==> src/rtl/aes_core_arbiter_pkg.sv <==
// rtl/aes_core_arbiter_pkg.sv - shared types and constants for the AES core arbiter
package aes_core_arbiter_pkg;

  localparam int AES_KEY_W              = 128;
  localparam int AES_BLK_W              = 128;
  localparam int TIMEOUT_CYCLES_DEFAULT = 64;

  typedef enum logic [1:0] {
    ST_IDLE = 2'd0,
    ST_LOAD = 2'd1,
    ST_BUSY = 2'd2,
    ST_RESP = 2'd3
  } state_e;

endpackage

==> src/rtl/aes_core_arbiter_rr_arb2.sv <==
// rtl/aes_core_arbiter_rr_arb2.sv - two-way round-robin grant, pointer moves only on accept
module aes_rr_arb2 (
  input  logic       clk,
  input  logic       rst,
  input  logic [1:0] req,
  input  logic       accept,
  output logic [1:0] gnt
);

  // prio_q set means requester 1 wins the next tie
  logic prio_q;
  logic prio_d;

  always_comb begin
    gnt    = req;
    prio_d = prio_q;
    if (req == 2'b11) begin
      gnt = prio_q ? 2'b10 : 2'b01;
    end
    if (accept) begin
      prio_d = gnt[0];
    end
  end

  always_ff @(posedge clk or negedge rst) begin
    if (!rst) begin
      prio_q <= 1'b0;
    end else begin
      prio_q <= prio_d;
    end
  end

endmodule

==> src/rtl/aes_core_arbiter.sv <==
// rtl/aes_core_arbiter.sv - shares one AES-128 core between two requesters
// One transaction in flight: accept, load strobe, wait for done or timeout, hold response.
module aes_core_arbiter
  import aes_core_arbiter_pkg::*;
#(
  parameter int TIMEOUT_CYCLES = TIMEOUT_CYCLES_DEFAULT
) (
  input  logic                 clk,
  input  logic                 rst,
  input  logic                 req0_valid,
  output logic                 req0_ready,
  input  logic [AES_KEY_W-1:0] req0_key,
  input  logic [AES_BLK_W-1:0] req0_text,
  input  logic                 req1_valid,
  output logic                 req1_ready,
  input  logic [AES_KEY_W-1:0] req1_key,
  input  logic [AES_BLK_W-1:0] req1_text,
  output logic                 resp0_valid,
  input  logic                 resp0_ready,
  output logic [AES_BLK_W-1:0] resp0_data,
  output logic                 resp0_err,
  output logic                 resp1_valid,
  input  logic                 resp1_ready,
  output logic [AES_BLK_W-1:0] resp1_data,
  output logic                 resp1_err,
  output logic                 core_ld,
  output logic [AES_KEY_W-1:0] core_key,
  output logic [AES_BLK_W-1:0] core_text_in,
  input  logic                 core_done,
  input  logic [AES_BLK_W-1:0] core_text_out
);

  localparam int CNT_W = (TIMEOUT_CYCLES > 1) ? $clog2(TIMEOUT_CYCLES) : 1;
  localparam logic [CNT_W-1:0] CNT_LAST = CNT_W'(TIMEOUT_CYCLES - 1);

  state_e               state_q, state_d;
  logic                 gid_q, gid_d;
  logic [AES_KEY_W-1:0] key_q, key_d;
  logic [AES_BLK_W-1:0] text_q, text_d;
  logic [CNT_W-1:0]     cnt_q, cnt_d;
  logic [AES_BLK_W-1:0] data_q, data_d;
  logic                 err_q, err_d;

  logic [1:0] req_vec;
  logic [1:0] gnt;
  logic       accept;
  logic       resp_ready_g;
  logic       resp_active;

  assign req_vec      = {req1_valid, req0_valid};
  assign accept       = (state_q == ST_IDLE) && (req_vec != 2'b00);
  assign resp_ready_g = gid_q ? resp1_ready : resp0_ready;

  aes_rr_arb2 u_rr_arb (
    .clk    (clk),
    .rst    (rst),
    .req    (req_vec),
    .accept (accept),
    .gnt    (gnt)
  );

  always_comb begin
    state_d = state_q;
    gid_d   = gid_q;
    key_d   = key_q;
    text_d  = text_q;
    cnt_d   = cnt_q;
    data_d  = data_q;
    err_d   = err_q;
    case (state_q)
      ST_IDLE: begin
        if (accept) begin
          state_d = ST_LOAD;
          gid_d   = gnt[1];
          key_d   = gnt[1] ? req1_key  : req0_key;
          text_d  = gnt[1] ? req1_text : req0_text;
        end
      end
      ST_LOAD: begin
        state_d = ST_BUSY;
        cnt_d   = '0;
      end
      ST_BUSY: begin
        // done in the final counted cycle still beats the timeout
        if (core_done) begin
          state_d = ST_RESP;
          data_d  = core_text_out;
          err_d   = 1'b0;
        end else if (cnt_q == CNT_LAST) begin
          state_d = ST_RESP;
          data_d  = '0;
          err_d   = 1'b1;
        end else begin
          cnt_d = cnt_q + 1'b1;
        end
      end
      ST_RESP: begin
        if (resp_ready_g) begin
          state_d = ST_IDLE;
        end
      end
      default: state_d = ST_IDLE;
    endcase
  end

  always_ff @(posedge clk or negedge rst) begin
    if (!rst) begin
      state_q <= ST_IDLE;
      gid_q   <= 1'b0;
      key_q   <= '0;
      text_q  <= '0;
      cnt_q   <= '0;
      data_q  <= '0;
      err_q   <= 1'b0;
    end else begin
      state_q <= state_d;
      gid_q   <= gid_d;
      key_q   <= key_d;
      text_q  <= text_d;
      cnt_q   <= cnt_d;
      data_q  <= data_d;
      err_q   <= err_d;
    end
  end

  assign resp_active  = (state_q == ST_RESP);
  assign req0_ready   = accept && gnt[0];
  assign req1_ready   = accept && gnt[1];
  assign resp0_valid  = resp_active && !gid_q;
  assign resp1_valid  = resp_active && gid_q;
  assign resp0_data   = resp0_valid ? data_q : '0;
  assign resp1_data   = resp1_valid ? data_q : '0;
  assign resp0_err    = resp0_valid && err_q;
  assign resp1_err    = resp1_valid && err_q;
  assign core_ld      = (state_q == ST_LOAD);
  assign core_key     = key_q;
  assign core_text_in = text_q;

endmodule

==> config.mk <==
export PLATFORM = sky130hd
export DESIGN_NAME = aes_core_arbiter
export DESIGN_NICKNAME = d
export VERILOG_FILES = /design/src/rtl/aes_core_arbiter_pkg.sv /design/src/rtl/aes_core_arbiter_rr_arb2.sv /design/src/rtl/aes_core_arbiter.sv
export SDC_FILE = /design/constraint.sdc
export NUM_CORES = 1
export LEC_CHECK = 0
export CAP_MARGIN = 30
export CORE_AREA = 2 2 460 462
export DETAILED_ROUTE_END_ITERATION = 10
export DIE_AREA = 0 0 462 464
export PLACE_DENSITY = 0.39
export SLEW_MARGIN = 20
export SYNTH_ARGS = -nofsm -noshare
export SYNTH_HDL_FRONTEND = slang
export SYNTH_HIERARCHICAL = 1
export SYNTH_SLANG_ARGS = --single-unit
==> constraint.sdc <==
create_clock -name clk -period 2.2 [get_ports clk]
set_input_delay 0.33 -clock clk [delete_from_list [all_inputs] [get_ports clk]]
set_output_delay 0.33 -clock clk [all_outputs]
set_load 0.03 [all_outputs]
# Yosys cells after proc, flatten, opt, wreduce, memory -nomap -nowiden
# Cells that the tools add are included.
# word_totals
elab_cells	54
latchBits	0
out_inout_bits	519
in_bits	647
mem_bits_rw	0
rom_bits	0
reg_bits	395
mem_count	0
# classes
n_shift	0
bitwise_logic	0
muxes	19
n_reduce_logical	16
eq_ne	10
order_cmp	0
n_div	0
addsub	1
n_mul	0
# ops
operator	n
$mux W128	6
$mux W2	6
$mux W6	2
$pmux W6 S2	1
$ne A2 B2 Y1 const B	4
$pmux W2 S4	1
$logic_and A1 B1 Y1	7
$add A6 B1 Y6 const B	1
$eq A2 B2 Y1 const B	3
$eq A6 B6 Y1 const B	1
$reduce_and A3 Y1	2
$reduce_bool A2 Y1	3
$reduce_and A2 Y1	2
$mux W1	3
$ne A3 B3 Y1 const B	1
$eq A2 B1 Y1 const B	1
$logic_not A2 Y1	1
$logic_not A1 Y1	1

# Longest topological paths before layout
# Gate-level depths: netlist of the first run.
# logic_depth
word_depth	4
ltp_mapped	8
mapped_depth_nobuf	6

# Cells and area by module
# Netlist of the first run, hierarchy kept.
# by_module_without_submodules
mod	cells_per_inst	area_each_um2	seq_area_each_um2	n_inst
aes_core_arbiter	1761	18566.6	9859.5	1
aes_rr_arb2	5	62.6	25.0	1

# Least setup slack after synthesis of the first run
# Ideal clock, no wire load.
# synth_timing
path_type	flip-flop to output port
from	reg state_q[0]
to	out resp0_data[118]
t_required_ns	1.870
n_path_buf	1
stages_incl_launch_ff	5
arrival_ns	1.615
setup_slack_ns	0.255
cell_sequence	dfrtp_1 -> ha_1 -> nor2b_1 -> clkbuf_1 -> and2_1
# synth_between
elab_chain_cells	3
# synth_rtl
element	line	source
from (decl)	aes_core_arbiter.sv:36	state_e state_q, state_d;
from (signal assigned)	aes_core_arbiter.sv:116	state_q <= state_d;
$eq A2 B2 Y1	aes_core_arbiter.sv:126	assign resp_active = (state_q == ST_RESP);
$logic_and A1 B1 Y1	aes_core_arbiter.sv:129	assign resp0_valid = resp_active && !gid_q;
via resp0_valid	aes_core_arbiter.sv:18	output logic resp0_valid,
$mux W128	aes_core_arbiter.sv:131	assign resp0_data = resp0_valid ? data_q : '0;
to (decl)	aes_core_arbiter.sv:20	output logic [AES_BLK_W-1:0] resp0_data,
# The timed path passes the listed nets, and every way through them passes these cells.

# Final worst setup path of the first run
# layout_timing
from	reg state_q[0]
to	out resp0_data[71]
# layout_between
elab_chain_cells	3
# layout_rtl
element	line
$eq A2 B2 Y1	aes_core_arbiter.sv:126
$logic_and A1 B1 Y1	aes_core_arbiter.sv:129
$mux W128	aes_core_arbiter.sv:131
# No other way between the ends.

==> results of run 1 <==
-- final cells by class --
type	instances	area share
timing repair buffer	1366	0.394
antenna	13	0.000810
sequential	395	0.246
clock inverter	17	0.00835
clock buffer	85	0.0413
inverter	9	0.000904
multi-input combinational	1204	0.221
tap	2805	0.0874
-- logic make-up after synthesis --
group,Yosys count
buffers and inverters,167
DFF,395
AOI/OAI and AO/OA,405
muxes,259
and+or+nand+nor,535
adders and majority gates,5
-- per-stage QoR --
| stage | worst slack (ns) | util | cell area, µm² |
|---|---|---|---|
| finish | -0.342 | 0.192 | 40200 |
| global route | -0.453 | 0.192 | 40100 |
| CTS | -0.468 | 0.186 | 38800 |
| detailed placement | -0.131 | 0.170 | 35500 |
| global placement | -0.126 | 0.170 | 35500 |
| floorplan | 0.255 | - | 18600 |
-- how the worst max path moves through the flow --
stage / start / end / cells after the start
after global placement: req0_valid / core_text_in[32] / 7
after global routing: state_q[1] / resp0_data[17] / 7
after detailed placement: req0_valid / core_text_in[9] / 7
after floorplan: state_q[0] / resp0_data[118] / 4
after CTS: state_q[1] / resp0_data[35] / 7
final: state_q[0] / resp0_data[71] / 7
-- state kept, by name, summed over array words and instances (netlist names) --
register and count:
data_q 128, gid_q 1, core_key 128, state_q 2
cnt_q 6, u_rr_arb/prio_q 1, core_text_in 128, err_q 1
-- placed cells by master, fill, tap and decap left out, types with 3 or more instances in the layout --
cell / count
nand4_1: 3
buf_6: 145
clkbuf_16: 70
nand2_1: 261
diode_2: 13
dfrtp_1: 393
nor2_1: 3
ha_1: 3
dlymetal6s2s_1: 38
clkdlybuf4s50_1: 858
and2_4: 95
clkbuf_8: 15
bufinv_16: 8
a22o_1: 128
clkinv_2: 4
buf_4: 116
buf_8: 16
mux2i_1: 257
o21ai_0: 257
a21oi_1: 5
buf_16: 13
clkbuf_1: 14
inv_1: 7
buf_12: 164
and2_1: 38
and3_4: 130
-- power breakdown --
group          switching (mW)  internal, mW  leakage (nW)
registers                3.03          10.7          4.91
logic                    15.9          13.5          11.2
clock network            3.82          6.12         0.973
-- worst reg2reg max path, cell delays in order (launching register included) --
cell and delay, ns:
dfrtp_2 0.43, buf_6 0.14, inv_4 0.05, buf_4 0.09, ha_1 0.33, inv_1 0.15, nor2_4 0.12, buf_12 0.21
buf_12 0.27, a22o_1 0.18
-- routing by layer --
layer  GRT usage  wire [µm]
met1       0.135      52600
met5           0        442
met4      0.0248       3830
met3      0.0548      14900
met2       0.218      69600
-- what timing repair did --
action / 4_1_cts / 5_1_grt
endpoints found under the setup margin: 304 / 301
gates resized for setup: 268 / 301
pin swaps: 13 / 24
buffers inserted: 20 / 17
hold buffers: 1 / 0
gates cloned: 13 / 18
hold endpoints to repair: 15 / 0
==> results by group, run 1 <==
Worst setup path
  – Arrival @ worst endpoint: between 2 and 2.5 ns
  – R2r setup slk: 0.14 ns
  – Cell family with most CP delay: buffers and inverters
  – Slowest cell on crit path: dfrtp_2
  – WP buf/inv: 4
  – R2r endpoint: data_q[41]
  – R2R Path Start: state_q[0]
  – CP startpoint kind: flop
  – Crit-path max FO: 10
  – Worst EP required: 1.87 ns
  – Worst setup EP type: primary output
  – Max incr delay on CP: between 0.4 and 0.5 ns
  – Critical path class: flop to primary output
  – Ordered list of cells on the worst path: ha_4, nor2b_4, buf_12, buf_16, clkbuf_16, and2_1, buf_6
  – R2R cell count: 9

Synthesis
  – Post-synth EDFFs: 0
  – Top cell type by total area after synthesis: dfrtp_1
  – Synth Cell Area: 0.0186 mm²
  – Compound-Gate Fraction of Synth Area: 0.138
  – Post-Synth Simple-Gate Area: 0.145
  – Adder-cell share of the synthesized area: 0.00336
  – Syn Inst Count: 1766
  – Synth warn: 6
  – Share of the synthesized area in the top cell type: 0.531
  – Post-Synth XOR/XNOR Area: 0
  – Top FF cell, synth: dfrtp_1
  – Synth area leaders: dfrtp_1, mux2i_1, o21ai_0
  – Largest family of logic cells by synthesized area: simple AND/OR/NAND/NOR gates
  – Most numerous cell in the Yosys netlist: dfrtp_1
  – Yosys reg bits: 395
  – Distinct cells, synth: 35
  – Post-synthesis mux area share: 0.139
  – Ys async rst share: 1.00
  – Mean Syn Cell Area: 10.5 µm²
  – Post-synth top cells: dfrtp_1, nand2_1, mux2i_1, o21ai_0, and2_1
  – Post-synthesis sequential area ratio: 0.531
  – Post-Syn Nets: 2418

Place
  – Routability cong.: ~0.84
  – Inst Count DP: about 5.7k
  – PortBufs: 1165
  – Post-DP HPWL: 115000 µm

Global routing
  – Antenna violations before repair: 83
  – First-pass GRT wire length: 180000 µm
  – Vias in the first global route: 19.5k
  – All-Layer GR Usage: 0.123
  – Largest net degree at the start of global routing: 82
  – Grt ovf: 0

Outcome
  – Failing checks: setup timing
  – Status: complete, but fails checks

STA
  – Final setup fails: 260
  – Fin crit share: 1.16
  – Relative slew margins: 0.613
  – Final Max Tran Viols: 0
  – Setup TNS: -59.83 ns
  – Hold WS: approximately 0.25 ns
  – RSZ-0062 raised after global routing: yes
  – Max Freq: just under 0.4 GHz
  – Slew @ Worst Pin: around 0.58 ns
  – Final Hold Viols: 0
  – Clock period minus worst slack: about 2.5 ns
  – Setup ws final: -0.342 ns
  – Setup Skew: 0.0192 ns

Floorplanning
  – Die area: about 0.21 mm²
  – # rows: between 150 and 200
  – DIE HEIGHT: between 400 and 500 µm
  – Core footprint: 0.209 mm²
  – Initial Utilization: 0.0891
  – Die X: 462 µm
  – Number of top-level pins: 1166

Final layout
  – Layout Cells excl Fill: 5894
  – Storage cell area: 0.00989 mm²
  – Area Overhead vs Synth: 116%
  – Filler Cells Inserted: 23.0k
  – Final net count: 3683
  – Share of layout cells above drive strength 1: 0.259
  – Multi-input logic area: just under 0.009 mm²

Clock network
  – Root buffer cell: clkbuf_16
  – Worst-path clk slew: about 0.060 ns
  – Max Buffers Root-to-Sink: 3
  – TritonCTS clock tree: yes
  – Clk sinks: between 300 and 400
  – CTS Buf Count: 55
  – # H-tree levels: 2
  – Worst skew pair latency: 0.67 ns

Power and ir drop
  – Pwr/cell area: between 1000 and 1500 mW/mm²
  – VDD IR max: 585 µV
  – Overall Power: 53.1 mW
  – P_leak: 17.1 nW

Routing
  – DR vias/cell: ~3.2
  – Initial DRC Count: 909
  – DRC: 0
  – Detailed-route via count: 19.0k
  – WL/cell: 24.0 µm
  – Drt first pass iters: 5
  – Antenna Nets Post-Route: 0
  – DRT Wirelength: 141000 µm

Hold path
  – Worst min path class: input pin to async pin

Run
  – MaxCap Viol Count: 0
No activity file was read; power rests on OpenSTA's default activity.
==> run 2: changes to the inputs <==
- SKIP_LAST_GASP: default -> 1
- clock period: 2.2 -> 2.6 ns (I/O delays scaled with it)
==> run 2 against run 1 <==
Compared with the run above: the flow still finishes with violations (setup timing); sequential power down 15%; routed wire length down 2.1%; utilization down 1.1 points; cell area down 5.8%; critical path type unchanged; largest cell class unchanged.
==> results by group, run 2 (synthesis gave the netlist of run 1 again) <==
Final layout
  – Final design utilization: 0.181
  – Share of layout cells above drive strength 1: 0.213
  – Filler Cells Inserted: 23.2k
  – Layout Cells excl Fill: a little under 6k
  – Final net count: 3630
  – Commonest non-fill, non-tap cell in the layout: clkdlybuf4s50_1
  – Design Area, Final: 0.0378 mm²
  – Area Overhead vs Synth: 103%
  – Commonest cells after routing, fill and taps aside: clkdlybuf4s50_1, dfrtp_1, nand2_1

Clock network
  – Worst-path clk slew: 0.06 ns
  – Max Buffers Root-to-Sink: 3
  – CTS Buf Count: 54
  – Root buffer cell: clkbuf_16
  – # H-tree levels: 2
  – Clk sinks: between 300 and 400
  – TritonCTS clock tree: yes
  – Worst skew pair latency: 0.69 ns

Routing
  – DRC: 0
  – Drt first pass iters: 5
  – Detailed-route via count: 18.9k
  – Initial DRC Count: 930
  – DRT Wirelength: 138000 µm
  – DR vias/cell: about 3.2
  – Antenna Nets Post-Route: 0
  – WL/cell: 23.7 µm

STA
  – Final Max Tran Viols: 0
  – Relative slew margins: 0.558
  – Final setup fails: 90
  – Setup TNS: -3.54 ns
  – Slew @ Worst Pin: between 0.6 and 0.7 ns
  – Clock period minus worst slack: 2.70 ns
  – Final Hold Viols: 0
  – Max Freq: 0.371 GHz
  – Hold WS: 0.305 ns
  – Setup ws final: -0.0980 ns
  – Fin crit share: 1.04
  – RSZ-0062 raised after global routing: yes
  – Setup Skew: 0.0227 ns

Worst setup path
  – Crit-path max FO: 22
  – R2R cell count: 6
  – Slowest cell on crit path: dfrtp_1
  – Cell mode on critical path: buf_12
  – Cell family with most CP delay: buffers and inverters
  – Critical Path Stages: 7
  – Worst setup EP type: primary output
  – Critical path class: flop to primary output
  – Arrival @ worst endpoint: 2.31 ns
  – Worst EP required: 2.21 ns
  – Max incr delay on CP: between 0.3 and 0.4 ns
  – CP startpoint kind: flop
  – WP buf/inv: 4
  – Ordered list of cells on the worst path: ha_4, buf_12, nor2b_4, buf_12, buf_12, and2_1, buf_12

Global routing
  – Grt ovf: 0
  – Largest net degree at the start of global routing: between 60 and 70
  – Antenna violations before repair: 83
  – First-pass GRT wire length: approximately 180000 µm
  – Vias in the first global route: 19.4k
  – All-Layer GR Usage: 0.123

Floorplanning
  – Die X: 462 µm
  – Die area: 0.214 mm²
  – DIE HEIGHT: 464 µm
  – Core footprint: between 0.2 and 0.25 mm²
  – Initial Utilization: 0.0891
  – # rows: 168
  – Number of top-level pins: 1166

Power and ir drop
  – Pwr/cell area: 1130 mW/mm²
  – Sw Ratio: 0.441
  – Clock power frac: 0.183
  – P_leak: 16.1 nW
  – Combinational share of power: 0.541
  – Internal power: 23.8 mW
  – Switching power: 18.8 mW
  – VDD IR max: 486 µV
  – Overall Power: around 43 mW
  – Flop pwr share: 0.276

Place
  – Worst slack, placed: 0.172 ns
  – PortBufs: 1165
  – Dpl cell area: 0.0347 mm²
  – Post-DP HPWL: 113000 µm
  – Routability cong.: approximately 0.86
  – Inst Count DP: 5682

Hold path
  – Worst min path class: input pin to async pin

Outcome
  – Status: complete, but fails checks
  – Failing checks: setup timing

Run
  – MaxCap Viol Count: 0
[run 2: final cells by class]
cell class,count,area [µm²],area share
clock inverter,19,243,0.00642
timing repair buffer,1314,14100,0.372
sequential,395,9890,0.261
clock buffer,79,1600,0.0422
inverter,9,33.8,0.000893
multi-input combinational,1204,8470,0.224
antenna,11,27.5,0.000727
tap,2805,3510,0.0928
[run 2: routing by layer]
metal  vias up  wire (µm)  global-route usage
met5         -        408                   0
met1      9028      53600               0.139
met4        64       4240              0.0336
met3       219      13500              0.0487
met2       938      66700               0.214
li1       8690          -                   -
[run 2: final timing paths]
kind                                     from                to  slack, ns
min reg2reg                  core_text_in[77]  core_text_in[77]       0.47
min                                       rst       data_q[114]       0.31
min in group clk           core_text_out[113]       data_q[113]       0.33
max in group asynchronous                 rst  core_text_in[27]       1.37
max reg2reg                   u_rr_arb/prio_q       core_key[1]       0.62
max                                state_q[1]    resp0_data[31]       -0.1
[run 2: what timing repair did]
item                                   CTS  global route
endpoints found under the hold margin   25             0
buffers inserted                        32             1
pin swaps                               19             9
gates resized for setup                392           250
setup endpoints to repair              261           240
hold buffers                             1             0
gates cloned                            11             4
[run 2: power by group through the flow]
stage	logic (mW)	clock network, mW	registers, mW
after global placement	21.3	0	11.8
final	23.1	7.80	11.7
after detailed placement	21.3	0	11.8
after global routing	24.5	8.33	12.1
after floorplan	7.24	0	14.3
after CTS	23.2	8.16	11.8
